[src/rtl/atom_rvcore_lsu_pkg.sv]
// Shared types and lane constants for the atom rvcore load/store unit.
// Word size is fixed at 32 bits, i.e. four byte lanes.
package atom_rvcore_lsu_pkg;

    localparam int LANES = 4;

    typedef enum logic [2:0] {
        SIZE_B  = 3'b000,
        SIZE_H  = 3'b001,
        SIZE_W  = 3'b010,
        SIZE_BU = 3'b100,
        SIZE_HU = 3'b101
    } size_e;

    typedef enum logic {
        ST_IDLE  = 1'b0,
        ST_MERGE = 1'b1
    } state_e;

    localparam logic [LANES-1:0] LANE_MASK_B = 4'b0001;
    localparam logic [LANES-1:0] LANE_MASK_H = 4'b0011;
    localparam logic [LANES-1:0] LANE_MASK_W = 4'b1111;

    // Byte lanes touched by an access of the given size at the given byte offset.
    function automatic logic [LANES-1:0] lane_mask(input size_e size, input logic [1:0] off);
        logic [LANES-1:0] m;
        case (size)
            SIZE_B, SIZE_BU: m = LANE_MASK_B << off;
            SIZE_H, SIZE_HU: m = LANE_MASK_H << off;
            default:         m = LANE_MASK_W;
        endcase
        return m;
    endfunction

endpackage

[src/rtl/atom_rvcore_lsu_align.sv]
// Combinational lane logic: load extraction/extension, sub-word store merge
// and the legality check for one memory operation.
module atom_rvcore_lsu_align
    import atom_rvcore_lsu_pkg::*;
#(
    parameter int DATAWIDTH = 32
) (
    input  logic                 is_store,
    input  logic [2:0]           funct3,
    input  logic [1:0]           byte_off,
    input  logic [DATAWIDTH-1:0] rdata,
    input  logic [DATAWIDTH-1:0] wdata,
    output logic                 legal,
    output logic [DATAWIDTH-1:0] load_data,
    output logic [DATAWIDTH-1:0] merge_data
);

    size_e                size;
    logic [DATAWIDTH-1:0] shifted;
    logic [DATAWIDTH-1:0] wrep;
    logic [LANES-1:0]     mask;

    assign size = size_e'(funct3);

    always_comb begin
        legal = 1'b0;
        case (size)
            SIZE_B:  legal = 1'b1;
            SIZE_BU: legal = !is_store;
            SIZE_H:  legal = !byte_off[0];
            SIZE_HU: legal = !byte_off[0] && !is_store;
            SIZE_W:  legal = (byte_off == 2'b00);
            default: legal = 1'b0;
        endcase
    end

    // Bring the addressed lane down to bit 0, then extend.
    assign shifted = rdata >> {byte_off, 3'b000};

    always_comb begin
        load_data = shifted;
        case (size)
            SIZE_B:  load_data = {{24{shifted[7]}}, shifted[7:0]};
            SIZE_BU: load_data = {24'h0, shifted[7:0]};
            SIZE_H:  load_data = {{16{shifted[15]}}, shifted[15:0]};
            SIZE_HU: load_data = {16'h0, shifted[15:0]};
            default: load_data = shifted;
        endcase
    end

    // Replicate store data across lanes so the mask alone picks the target bytes.
    always_comb begin
        wrep = wdata;
        case (size)
            SIZE_B:  wrep = {4{wdata[7:0]}};
            SIZE_H:  wrep = {2{wdata[15:0]}};
            default: wrep = wdata;
        endcase
    end

    assign mask = lane_mask(size, byte_off);

    for (genvar k = 0; k < LANES; k++) begin : g_lane
        assign merge_data[8*k +: 8] = mask[k] ? wrep[8*k +: 8] : rdata[8*k +: 8];
    end

endmodule

[src/rtl/atom_rvcore_lsu.sv]
// Load/store unit in front of the DCCM word port. Sub-word stores run as a
// two-cycle read-modify-write; loads and faults are registered toward writeback.
module atom_rvcore_lsu
    import atom_rvcore_lsu_pkg::*;
#(
    parameter int DATAWIDTH        = 32,
    parameter int REG_ADRESS_WIDTH = 5
) (
    input  logic                        clk_i,
    input  logic                        rst_ni,
    input  logic                        valid_i,
    output logic                        ready_o,
    input  logic                        is_store_i,
    input  logic [2:0]                  funct3_i,
    input  logic [DATAWIDTH-1:0]        addr_i,
    input  logic [DATAWIDTH-1:0]        wdata_i,
    input  logic [REG_ADRESS_WIDTH-1:0] rd_i,
    output logic [DATAWIDTH-1:0]        dccm_addr_o,
    output logic                        dccm_rd_en_o,
    output logic                        dccm_wr_en_o,
    output logic [DATAWIDTH-1:0]        dccm_wdata_o,
    input  logic [DATAWIDTH-1:0]        dccm_rdata_i,
    output logic                        wb_we_o,
    output logic [REG_ADRESS_WIDTH-1:0] wb_rd_o,
    output logic [DATAWIDTH-1:0]        wb_data_o,
    output logic                        fault_o,
    output logic [DATAWIDTH-1:0]        fault_addr_o
);

    state_e               state;
    logic [DATAWIDTH-1:0] merge_addr;
    logic [DATAWIDTH-1:0] merge_data;
    logic                 accept;
    logic                 legal;
    logic                 is_word;
    logic [DATAWIDTH-1:0] word_addr;
    logic [DATAWIDTH-1:0] load_data;
    logic [DATAWIDTH-1:0] merged_word;

    assign ready_o   = (state == ST_IDLE);
    assign accept    = valid_i && ready_o;
    assign is_word   = (size_e'(funct3_i) == SIZE_W);
    assign word_addr = {addr_i[DATAWIDTH-1:2], 2'b00};

    atom_rvcore_lsu_align #(
        .DATAWIDTH (DATAWIDTH)
    ) u_align (
        .is_store   (is_store_i),
        .funct3     (funct3_i),
        .byte_off   (addr_i[1:0]),
        .rdata      (dccm_rdata_i),
        .wdata      (wdata_i),
        .legal      (legal),
        .load_data  (load_data),
        .merge_data (merged_word)
    );

    // IDLE drives the port straight from the request; MERGE replays the held write.
    always_comb begin
        dccm_addr_o  = word_addr;
        dccm_wdata_o = wdata_i;
        dccm_rd_en_o = 1'b0;
        dccm_wr_en_o = 1'b0;
        if (state == ST_MERGE) begin
            dccm_addr_o  = merge_addr;
            dccm_wdata_o = merge_data;
            dccm_wr_en_o = 1'b1;
        end else if (accept && legal) begin
            if (is_store_i && is_word) dccm_wr_en_o = 1'b1;
            else                       dccm_rd_en_o = 1'b1;
        end
        if (!rst_ni) begin
            dccm_rd_en_o = 1'b0;
            dccm_wr_en_o = 1'b0;
        end
    end

    always_ff @(posedge clk_i or negedge rst_ni) begin
        if (!rst_ni) begin
            state        <= ST_IDLE;
            merge_addr   <= '0;
            merge_data   <= '0;
            wb_we_o      <= 1'b0;
            wb_rd_o      <= '0;
            wb_data_o    <= '0;
            fault_o      <= 1'b0;
            fault_addr_o <= '0;
        end else begin
            wb_we_o <= 1'b0;
            fault_o <= 1'b0;
            case (state)
                ST_IDLE: begin
                    if (accept) begin
                        if (!legal) begin
                            fault_o      <= 1'b1;
                            fault_addr_o <= addr_i;
                        end else if (!is_store_i) begin
                            wb_we_o   <= 1'b1;
                            wb_rd_o   <= rd_i;
                            wb_data_o <= load_data;
                        end else if (!is_word) begin
                            merge_addr <= word_addr;
                            merge_data <= merged_word;
                            state      <= ST_MERGE;
                        end
                    end
                end
                ST_MERGE: state <= ST_IDLE;
                default:  state <= ST_IDLE;
            endcase
        end
    end

endmodule

[config.mk]
export PLATFORM = sky130hd
export DESIGN_NAME = atom_rvcore_lsu
export DESIGN_NICKNAME = d
export VERILOG_FILES = /design/src/rtl/atom_rvcore_lsu_pkg.sv /design/src/rtl/atom_rvcore_lsu_align.sv /design/src/rtl/atom_rvcore_lsu.sv
export SDC_FILE = /design/constraint.sdc
export NUM_CORES = 1
export LEC_CHECK = 0
export BUFFER_PORTS_ARGS = -buffer_cell sky130_fd_sc_hd__buf_2
export CAP_MARGIN = 15
export CORE_MARGIN = 5
export CORE_UTILIZATION = 46
export CTS_CLUSTER_DIAMETER = 150
export CTS_CLUSTER_SIZE = 30
export DETAILED_ROUTE_END_ITERATION = 12
export HOLD_SLACK_MARGIN = 0.03
export PLACE_DENSITY = 0.77
export SETUP_SLACK_MARGIN = 0.2
export SLEW_MARGIN = 20
export SYNTH_ARGS = -nofsm -noshare
export SYNTH_HDL_FRONTEND = slang
export SYNTH_SLANG_ARGS = --single-unit
[constraint.sdc]
create_clock -name clk_i -period 1.7 [get_ports clk_i]
set_input_delay 0.34 -clock clk_i [delete_from_list [all_inputs] [get_ports clk_i]]
set_output_delay 0.34 -clock clk_i [all_outputs]
set_load 0.02 [all_outputs]
# Word level (Yosys, flattened, before mapping)
# Index checks and enable logic that the tools add are counted.
[totals]
memories = 0
out_inout_bits = 138
romBits = 0
wordCells = 62
ram_bits = 0
in_bits = 108
ff_bits = 134
latch_bits = 0
[classes]
n_lt_le_gt_ge = 0
add_sub_neg = 0
eq_ne = 4
shifts = 3
n_mul = 0
n_reduce_logical = 13
mux = 30
div_mod_pow = 0
n_bitwise = 4
[op_table]
columns = ["op", "n"]
rows = [
  ["case mux 32 bit (4 select lines)", 1],
  ["2-to-1 mux 32 bit", 2],
  ["case mux 32 bit (2 select lines)", 1],
  ["2-to-1 mux 8 bit", 4],
  ["right shift 32 x 5 -> 32 bit", 1],
  ["2-to-1 mux 1 bit", 19],
  ["case mux 4 bit (2 select lines)", 1],
  ["equality test 3 bit, second input constant", 2],
  ["case mux 1 bit (5 select lines)", 1],
  ["AND reduction 5 bit", 1],
  ["logical AND 1 bit", 4],
  ["NOT 1 bit", 4],
  ["AND reduction 4 bit", 1],
  ["OR reduction 2 bit", 2],
  ["<< shifter 1 x 2 -> 4 bit, first input constant", 1],
  ["<< shifter 2 x 2 -> 4 bit, first input constant", 1],
  ["equality test 3 x 1 -> 1 bit, second input constant", 1],
  ["equality test 3 x 2 -> 1 bit, second input constant", 1],
  ["zero test 3 bit", 1],
  ["AND reduction 3 bit", 1],
  ["zero test 1 bit", 2],
  ["zero test 2 bit", 1],
  ["case mux 1 bit (2 select lines)", 1],
]

# Longest topological paths before layout
# Gate-level depths: netlist of run 1.
[logic_depth]
ltp_word = 7
ltp_mapped = 8
mapped_depth_nobuf = 5

# Modules after synthesis
# From an unflattened synthesis of run 1, not the netlist that was laid out.
[unflattened]
cells_unflattened = 558
hier_area_um2 = 7407.1
[modules_own_cells]
columns = ["mod", "seq_area_each_um2", "area_each_um2", "cells_per_inst", "n_inst"]
rows = [
  ["atom_rvcore_lsu", 3353.2, 5793.1, 360, 1],
  ["atom_rvcore_lsu_align", 0.0, 1614.0, 198, 1],
]

# Worst setup path before layout of run 1
# Ideal clock, no wire load.
[synth_path]
path_type = "register to output"
start = "register state"
end = "output port dccm_wr_en_o"
t_required_ps = 1360
slack_ps = -422
n_path_buf = 2
t_arrival_ps = 1782
stages_incl_launch_ff = 5
path_cell_list = "dfrtp_1 -> clkbuf_1 -> clkbuf_1 -> inv_1 -> a21boi_0"
[synth_between]
elab_chain_cells = 6
[synth_lines]
columns = ["element", "line", "source"]
rows = [
  ["start: declaration", "atom_rvcore_lsu.sv:30", "state_e state;"],
  ["start signal: assignment", "atom_rvcore_lsu.sv:80", "state <= ST_IDLE;"],
  ["start signal: assignment", "atom_rvcore_lsu.sv:104", "state <= ST_MERGE;"],
  ["start signal: assignment", "atom_rvcore_lsu.sv:108", "ST_MERGE: state <= ST_IDLE;"],
  ["NOT 1 bit (no line)", "-", ""],
  ["via ready_o", "atom_rvcore_lsu.sv:12", "output logic ready_o,"],
  ["logical AND 1 bit", "atom_rvcore_lsu.sv:41", "assign accept = valid_i && ready_o;"],
  ["logical AND 1 bit", "atom_rvcore_lsu.sv:68", "end else if (accept && legal) begin"],
  ["2-to-1 mux 1 bit", "atom_rvcore_lsu.sv:68", ""],
  ["2-to-1 mux 1 bit", "atom_rvcore_lsu.sv:64", "if (state == ST_MERGE) begin"],
  ["2-to-1 mux 1 bit", "atom_rvcore_lsu.sv:72", "if (!rst_ni) begin"],
  ["end: declaration", "atom_rvcore_lsu.sv:20", "output logic dccm_wr_en_o,"],
]
# The timed path passes the listed nets, and every way through them passes these cells.

# Final worst setup path of run 1
[layout_path]
start = "register state"
end = "output port dccm_wdata_o[26]"
[layout_between]
elab_chain_cells = 1
[layout_lines]
columns = ["element", "line", "source"]
rows = [
  ["2-to-1 mux 32 bit", "atom_rvcore_lsu.sv:64", ""],
  ["end: declaration", "atom_rvcore_lsu.sv:21", "output logic [DATAWIDTH-1:0] dccm_wdata_o,"],
]
# Every way passes these cells.

==> summary.md, run 1 <==
| Metric | Value |
|---|---|
| Die Height | 134 um |
| Final Worst Setup Slack | -0.290 ns |
| Effective utilization at floorplan | 0.468 |
| Time the worst path needs with I/O delays and setup | 1.99 ns |
| Max-Slew Margin vs Limit | 0.609 |
| Reg-to-reg endpoint | wb_data_o[10] |
| Critical path class | reg2out |
| Critical path startpoint category | flop |
| Avg Vias per Cell | 5.55 |
| Maximum level of the CTS H-tree | 4 |
| Floorplan row count | 45 |
| Failing checks | negative setup slack |
| Count of cells along the worst register-to-register path | 8 |
| Vias in the first global route | 6240 |
| Category of the worst setup path capture point | output pin |
| Critical path data required time | 1.36 ns |
| Top cells by area, synth | dfrtp_1 (47%), mux2_2 (23%), mux2i_1 (7.7%) |
| Iter 0 DRT Violations | 361 |
| Largest area contributor in the netlist | dfrtp_1 |
| Aggregate routed wire length | 24.4 mm |
| Static leakage | 5.32 nW |
| Crit path cell chain | buf_12, clkbuf_16, mux2_2, buf_6 |
| Unrepaired setup endpoints after global routing | true |
| Cell area after synthesis | 7110 um2 |
| Global-route track usage on met3 | 0.0728 |
| Area post-placement | 8970 um2 |
| Post-route ant nets | 0 |
| Cell area after layout | 10600 um2 |
| Area share of the largest cell type after synthesis | 0.471 |
| Syn avg cell area | 11.3 um2 |
| Die width | 134 um |
| Peak fanout along the critical path | 8 |
| Most used standard cells in the synthesized netlist | mux2_2 (148), dfrtp_1 (134), nand2_1 (85) |
| Most crowded layer after global routing | met2 |
| Routability congestion estimate from global placement | 0.903 |
| CTS tree | yes |
| Worst min-delay path category | in2async |
| Worst-skew pair later-pin latency | 0.42 ns |
| Deepest clock path buffer count | 2 |
| Overall global routing resource usage | 0.249 |
| Area of the placeable core | 15200 um2 |
| Share of final-layout standard cells stronger than drive strength 1 | 0.575 |
| Worst slew pin tran | 0.587 ns |
| Async set or reset register ratio after synthesis | 1.00 |
| Number of fill cells | 1100 |
| Vias post-DR | 6254 |
| Die area | 18100 um2 |
| Count of final hold-check violations | 0 |
| Worst reg-to-reg setup slack | -0.08 ns |
| Max stage delay cell, worst path | dfrtp_2 |
| Primary FF master, synth | dfrtp_1 |
| Routing usage on met1 | 0.314 |
| Detailed Routing Iterations Pass 1 | 7 |
| Wire length of the first global-routing pass | 34.7 mm |
| Flop and latch count out of synthesis | 134 |
| Net count, final | 1034 |
| TritonCTS Buffers | 17 |
| Port buffer count | 243 |
| Total of max-cap violations | 0 |
| Detailed Place HPWL | 16.3 mm |
| Clock-pin slew reported for the worst setup and hold paths after clock tree synthesis | 0.06 ns |
| FF-to-FF Start | state |
| Yosys Warn Count | 0 |
| Number of inserted diodes | 0 |
| Final max-slew violation count | 0 |
| Congestion Overflow GR | 0 |
| Tcrit/Tclk final | 1.17 |
| Area added between synthesis and finish | 49.3% |
| Arrival time at the worst endpoint | 1.65 ns |
| Most used standard cell by instance count after synthesis | mux2_2 |
| Worst clock skew | 0.00759 ns |
| Met2 demand-to-capacity share in global routing | 0.418 |
| Routed length per instance | 21.6 um |
| Post-route DRC | 0 |
| Post-Syn Instances | 630 |
| Maximum frequency from static timing analysis | 502 MHz |
| Fin cells | 1127 |
| Count of flip-flops with a built-in enable after synthesis | 0 |
| Critical path's largest stage delay | 0.43 ns |
| PwrDens | 1020 nW/um2 |
| Minimum setup slack after placement | -0.227 ns |
| # setup viols final | 97 |
| Top Ports | 246 |
| Number of instances in the placed design | 1068 |
| Initial antenna violation count | 1 |
| Clock tree root buffer cell | clkbuf_16 |
| Outcome | finished, violations left |
| Yosys cell types | 41 |
| Pin count of the biggest net entering global routing | 88 |
| Peak supply drop | 0.692 mV |
| Clock sink count | 134 |
| Post-synthesis sequential area ratio | 0.471 |
[cell usage in the layout, fill, tap and decap left out, types with 4 or more instances in the layout]
| master | instances |
|---|---|
| and2_1 | 7 |
| mux2_2 | 83 |
| nand3_2 | 7 |
| o211ai_1 | 6 |
| nand2_1 | 85 |
| buf_16 | 4 |
| mux2_4 | 65 |
| dfrtp_1 | 133 |
| nor2_1 | 18 |
| mux2i_1 | 55 |
| a21oi_1 | 8 |
| o21ai_0 | 34 |
| o21ai_1 | 25 |
| clkbuf_16 | 23 |
| buf_12 | 12 |
| buf_6 | 58 |
| a2bb2oi_2 | 5 |
| buf_4 | 48 |
| nand3_1 | 8 |
| buf_2 | 192 |
[repair_timing]
item	in CTS	in global routing
hold buffers	1	0
buffers inserted	7	4
cloned	6	9
setup endpoints to repair	132	197
pin swaps	6	3
endpoints found under the hold margin	77	0
gates resized for setup	39	149
[critical path: cells and delay by family (launching register included)]
family / cells / cell delay (ns)
DFF: 1 / 0.43
muxes: 1 / 0.35
buffers and inverters: 3 / 0.45
[flip-flops by register name, summed over array words and instances, names as in the netlist]
name / flops
state: 1
fault_o: 1
wb_rd_o: 5
wb_data_o: 32
merge_data: 32
wb_we_o: 1
merge_addr: 30
fault_addr_o: 32
[how the worst max path moves through the flow]
stage                      from               end  slack (ns)  cells after the start
floorplan             addr_i[0]  fault_addr_o[14]        0.05                      6
global placement    funct3_i[2]   fault_addr_o[5]       -0.20                      7
detailed placement  funct3_i[2]  fault_addr_o[11]       -0.23                      7
CTS                       state  dccm_wdata_o[23]       -0.29                      4
global route              state  dccm_wdata_o[27]       -0.34                      4
finish                    state  dccm_wdata_o[26]       -0.29                      4
[power breakdown]
group / switching, W / leakage (nW) / internal, W
clock network: 0.00142 / 0.279 / 0.00224
logic: 0.00155 / 3.39 / 0.00141
registers: 0.000368 / 1.65 / 0.00384
[stage by stage]
stage          hold slack (ns)  total power (W)  utilization  setup TNS (ns)
5_1_grt                  0.105           0.0113        0.699          -23.49
2_1_floorplan           0.0444          0.00580            -               0
4_1_cts                 0.0679           0.0106        0.652          -17.49
6_report                0.0638           0.0108        0.699          -18.10
3_5_place_dp             0.457          0.00684        0.590          -10.11
3_3_place_gp             0.454          0.00676        0.590           -8.40
[layer usage]
layer,up-vias,share of wire,wire length [um]
li1,2830,-,-
met1,3117,0.41,9940
met2,278,0.50,12200
met3,29,0.076,1860
met4,0,0.016,386
met5,-,0,0
[kinds of logic after synthesis]
kind of cell,synth area share
muxes,0.315
and+or+nand+nor,0.0964
DFF,0.471
AOI/OAI and AO/OA,0.0802
buffers and inverters,0.0368
other,0.000527
[cell type report]
type / count / area [um2] / area share
inverters: 3 / 16.3 / 0.00153
repair buffers: 326 / 2590 / 0.244
flip-flops and latches: 134 / 3350 / 0.316
multi-input cells: 444 / 3850 / 0.362
clock inverters: 11 / 124 / 0.0117
well taps: 188 / 235 / 0.0221
clock buffers: 21 / 460 / 0.0433
Power figures use the tool's default switching activity.
==> run 2: changes to the inputs <==
==> constraint.sdc (replaced) <==
create_clock -name clk_i -period 1.7 [get_ports clk_i]
set_input_delay 0.34 -clock clk_i [delete_from_list [all_inputs] [get_ports clk_i]]
set_output_delay 0.34 -clock clk_i [all_outputs]
set_load 0.1 [all_outputs]
==> run 2 against run 1 <==
Net effect:
- the flow still finishes with violations (negative setup slack)
- register-to-register slack got worse by 0.36 ns
- clock power up 17%
- core utilization rose by 12 points
- wire length increased by 41%
- critical path depth did not move
- first-iteration DRC count grew to 2.6 times the previous value
==> summary.md, run 2 (synthesis results as in run 1) <==
| Metric | Value |
|---|---|
| Peak fanout along the critical path | 10 (+2) |
| Floorplan row count | 45 (unchanged) |
| Aggregate routed wire length | 34.4 mm (+41%) |
| Area post-placement | 10200 um2 (+13%) |
| CP delay by family, top | buffers and inverters |
| Die width | 134 um (unchanged) |
| Number of cells on the worst hold path | 3 |
| FF-to-FF Start | state |
| Deepest clock path buffer count | 2 (unchanged) |
| Crit path cell chain | buf_6, buf_16, mux2_2, buf_12 |
| Die area | 18100 um2 (unchanged) |
| Vias in the first global route | 6992 (+12%) |
| Count of buffering cells on the critical path with inverters included | 3 (unchanged) |
| Arrival time at the worst endpoint | 1.81 ns (+0.16 ns) |
| Critical path class | reg2out |
| Detailed Place HPWL | 17.5 mm (+7.1%) |
| Worst slew pin tran | 0.601 ns (+0.0144 ns) |
| TritonCTS Buffers | 17 (unchanged) |
| Tcrit/Tclk final | 1.27 (+0.0952) |
| CTS tree | yes |
| Die Height | 134 um (unchanged) |
| Time the worst path needs with I/O delays and setup | 2.15 ns (+0.162 ns) |
| Top Ports | 246 (unchanged) |
| Maximum level of the CTS H-tree | 4 (unchanged) |
| Effective utilization at floorplan | 0.468 (unchanged) |
| Number of fill cells | 691 (-37%) |
| Overall global routing resource usage | 0.307 (+0.0574) |
| Outcome | finished, violations left |
| Worst min-delay path category | in2reg |
| Detailed Routing Iterations Pass 1 | 7 (unchanged) |
| Final Worst Setup Slack | -0.452 ns (-0.162 ns) |
| Max stage delay cell, worst path | dfrtp_4 |
| Share of final-layout standard cells stronger than drive strength 1 | 0.659 (+0.0839) |
| Setup total negative slack | -47.93 ns (-29.83 ns) |
| Category of the worst setup path capture point | output pin |
| Worst clock skew | 0.0101 ns (+0.00249 ns) |
| Commonest non-fill, non-tap cell in the layout | dfrtp_1 |
| Post-route DRC | 0 (unchanged) |
| Critical Path Stages | 4 (unchanged) |
| Avg Vias per Cell | 6.37 (+15%) |
| # setup viols final | 197 (+100%) |
| Routability congestion estimate from global placement | 0.874 (-3.1%) |
| Critical path data required time | 1.36 ns (about the same) |
| Iter 0 DRT Violations | 936 (+160%) |
| PwrDens | 1210 nW/um2 (+19%) |
| Commonest cells after routing, fill and taps aside | dfrtp_1 (132), buf_2 (106), buf_4 (99), mux2_2 (89), buf_12 (87) |
| Vias post-DR | 7316 (+17%) |
| Registers with the most flip-flops | fault_addr_o x32, merge_data x32, wb_data_o x32 |
| Total of max-cap violations | 0 (unchanged) |
| Pin count of the biggest net entering global routing | 95 (+8.0%) |
| Hold slack final | 0.103 ns (+0.0392 ns) |
| Clock sink count | 134 (unchanged) |
| Net count, final | 1052 (+1.7%) |
| Maximum frequency from static timing analysis | 465 MHz (-7.5%) |
| Final max-slew violation count | 0 (unchanged) |
| Port buffer count | 243 (unchanged) |
| Max-Slew Margin vs Limit | 0.595 (-0.0138) |
| Worst min-delay path startpoint | rd_i[4] |
| Worst-skew pair later-pin latency | 0.44 ns (+0.02 ns) |
| Critical path startpoint category | flop |
| Fraction of the core area covered by cells at the end of the flow | 0.820 (+0.121) |
| Clock-pin slew reported for the worst setup and hold paths after clock tree synthesis | 0.07 ns (about the same) |
| Static leakage | 5.98 nW (+12%) |
| Clock tree root buffer cell | clkbuf_16 |
| Count of final hold-check violations | 0 (unchanged) |
| Cell area after layout | 12500 um2 (+17%) |
| Count of cells along the worst register-to-register path | 8 (unchanged) |
| Critical path's largest stage delay | 0.47 ns (+0.04 ns) |
| Post-route ant nets | 0 (unchanged) |
| Unrepaired setup endpoints after global routing | true |
| Crit. Startpoint | state |
| Initial antenna violation count | 5 (+4) |
| Routed length per instance | 29.9 um (+38%) |
| Congestion Overflow GR | 0 (unchanged) |
| Peak supply drop | 0.961 mV (+39%) |
| Area added between synthesis and finish | 75.2% |
| Area of the placeable core | 15200 um2 (unchanged) |
| Wire length of the first global-routing pass | 42.1 mm (+22%) |
| Failing checks | negative setup slack |
| Sum of internal, switching and leakage power | 0.0151 W (+40%) |
run 2: cell count changes in the layout (fill, tap and decap cells not counted), sizes merged:
cell	delta
bufinv	+3
clkbuf	+5
buf	+14
inv	-3
clkinvlp	-1
clkinv	+1
diode	+5
bufbuf	-2
run 2: cell type report:
type / count / area, um2 / area share
Multi-Input combinational cell: 444 / 4180 / 0.335
Timing Repair Buffer: 344 / 3990 / 0.320
Sequential cell: 134 / 3360 / 0.269
Clock buffer: 20 / 467 / 0.0374
Tap cell: 188 / 235 / 0.0189
Clock inverter: 11 / 198 / 0.0159
Inverter: 3 / 27.5 / 0.00221
Antenna cell: 5 / 12.5 / 0.00100
run 2: path summary, 6_finish.rpt:
kind	slack (ns)	to
min in group asynchronous	0.68	fault_addr_o[2]
max reg2reg	-0.44	wb_data_o[18]
min reg2reg	0.48	wb_rd_o[2]
max in group asynchronous	0.53	state
min	0.10	wb_rd_o[4]
max	-0.45	dccm_wdata_o[6]
run 2: repair_timing:
action                                  CTS  global route
buffers inserted                         12             8
endpoints found under the setup margin  256           202
resized for setup                       155           115
hold buffers                              1             0
cloned                                   12            14
endpoints found under the hold margin    99             0
pin swaps                                29             9
run 2: per-stage QoR:
step,setup slack [ns],cells
2_1_floorplan,-0.496,631
3_3_place_gp,-0.165,1066
3_5_place_dp,-0.235,1066
4_1_cts,-0.401,1122
5_1_grt,-0.457,1149
6_report,-0.452,1149
run 2: power by group:
group          internal (W)  switching [W]  total, W
clock               0.00272        0.00156   0.00428
sequential          0.00384       0.000566   0.00441
combinational       0.00202        0.00444   0.00645
run 2: layer usage:
metal / GRT usage / part of all wire / vias up
li1: - / - / 2878
met1: 0.373 / 0.35 / 3576
met2: 0.491 / 0.47 / 636
met3: 0.0930 / 0.10 / 226
met4: 0.162 / 0.073 / 0
met5: 0 / 0 / -
run 2: tightest hold or removal path, stage by stage:
cell and delay [ns]:
buf_2 0.07, nand2_1 0.04, nand2_1 0.05
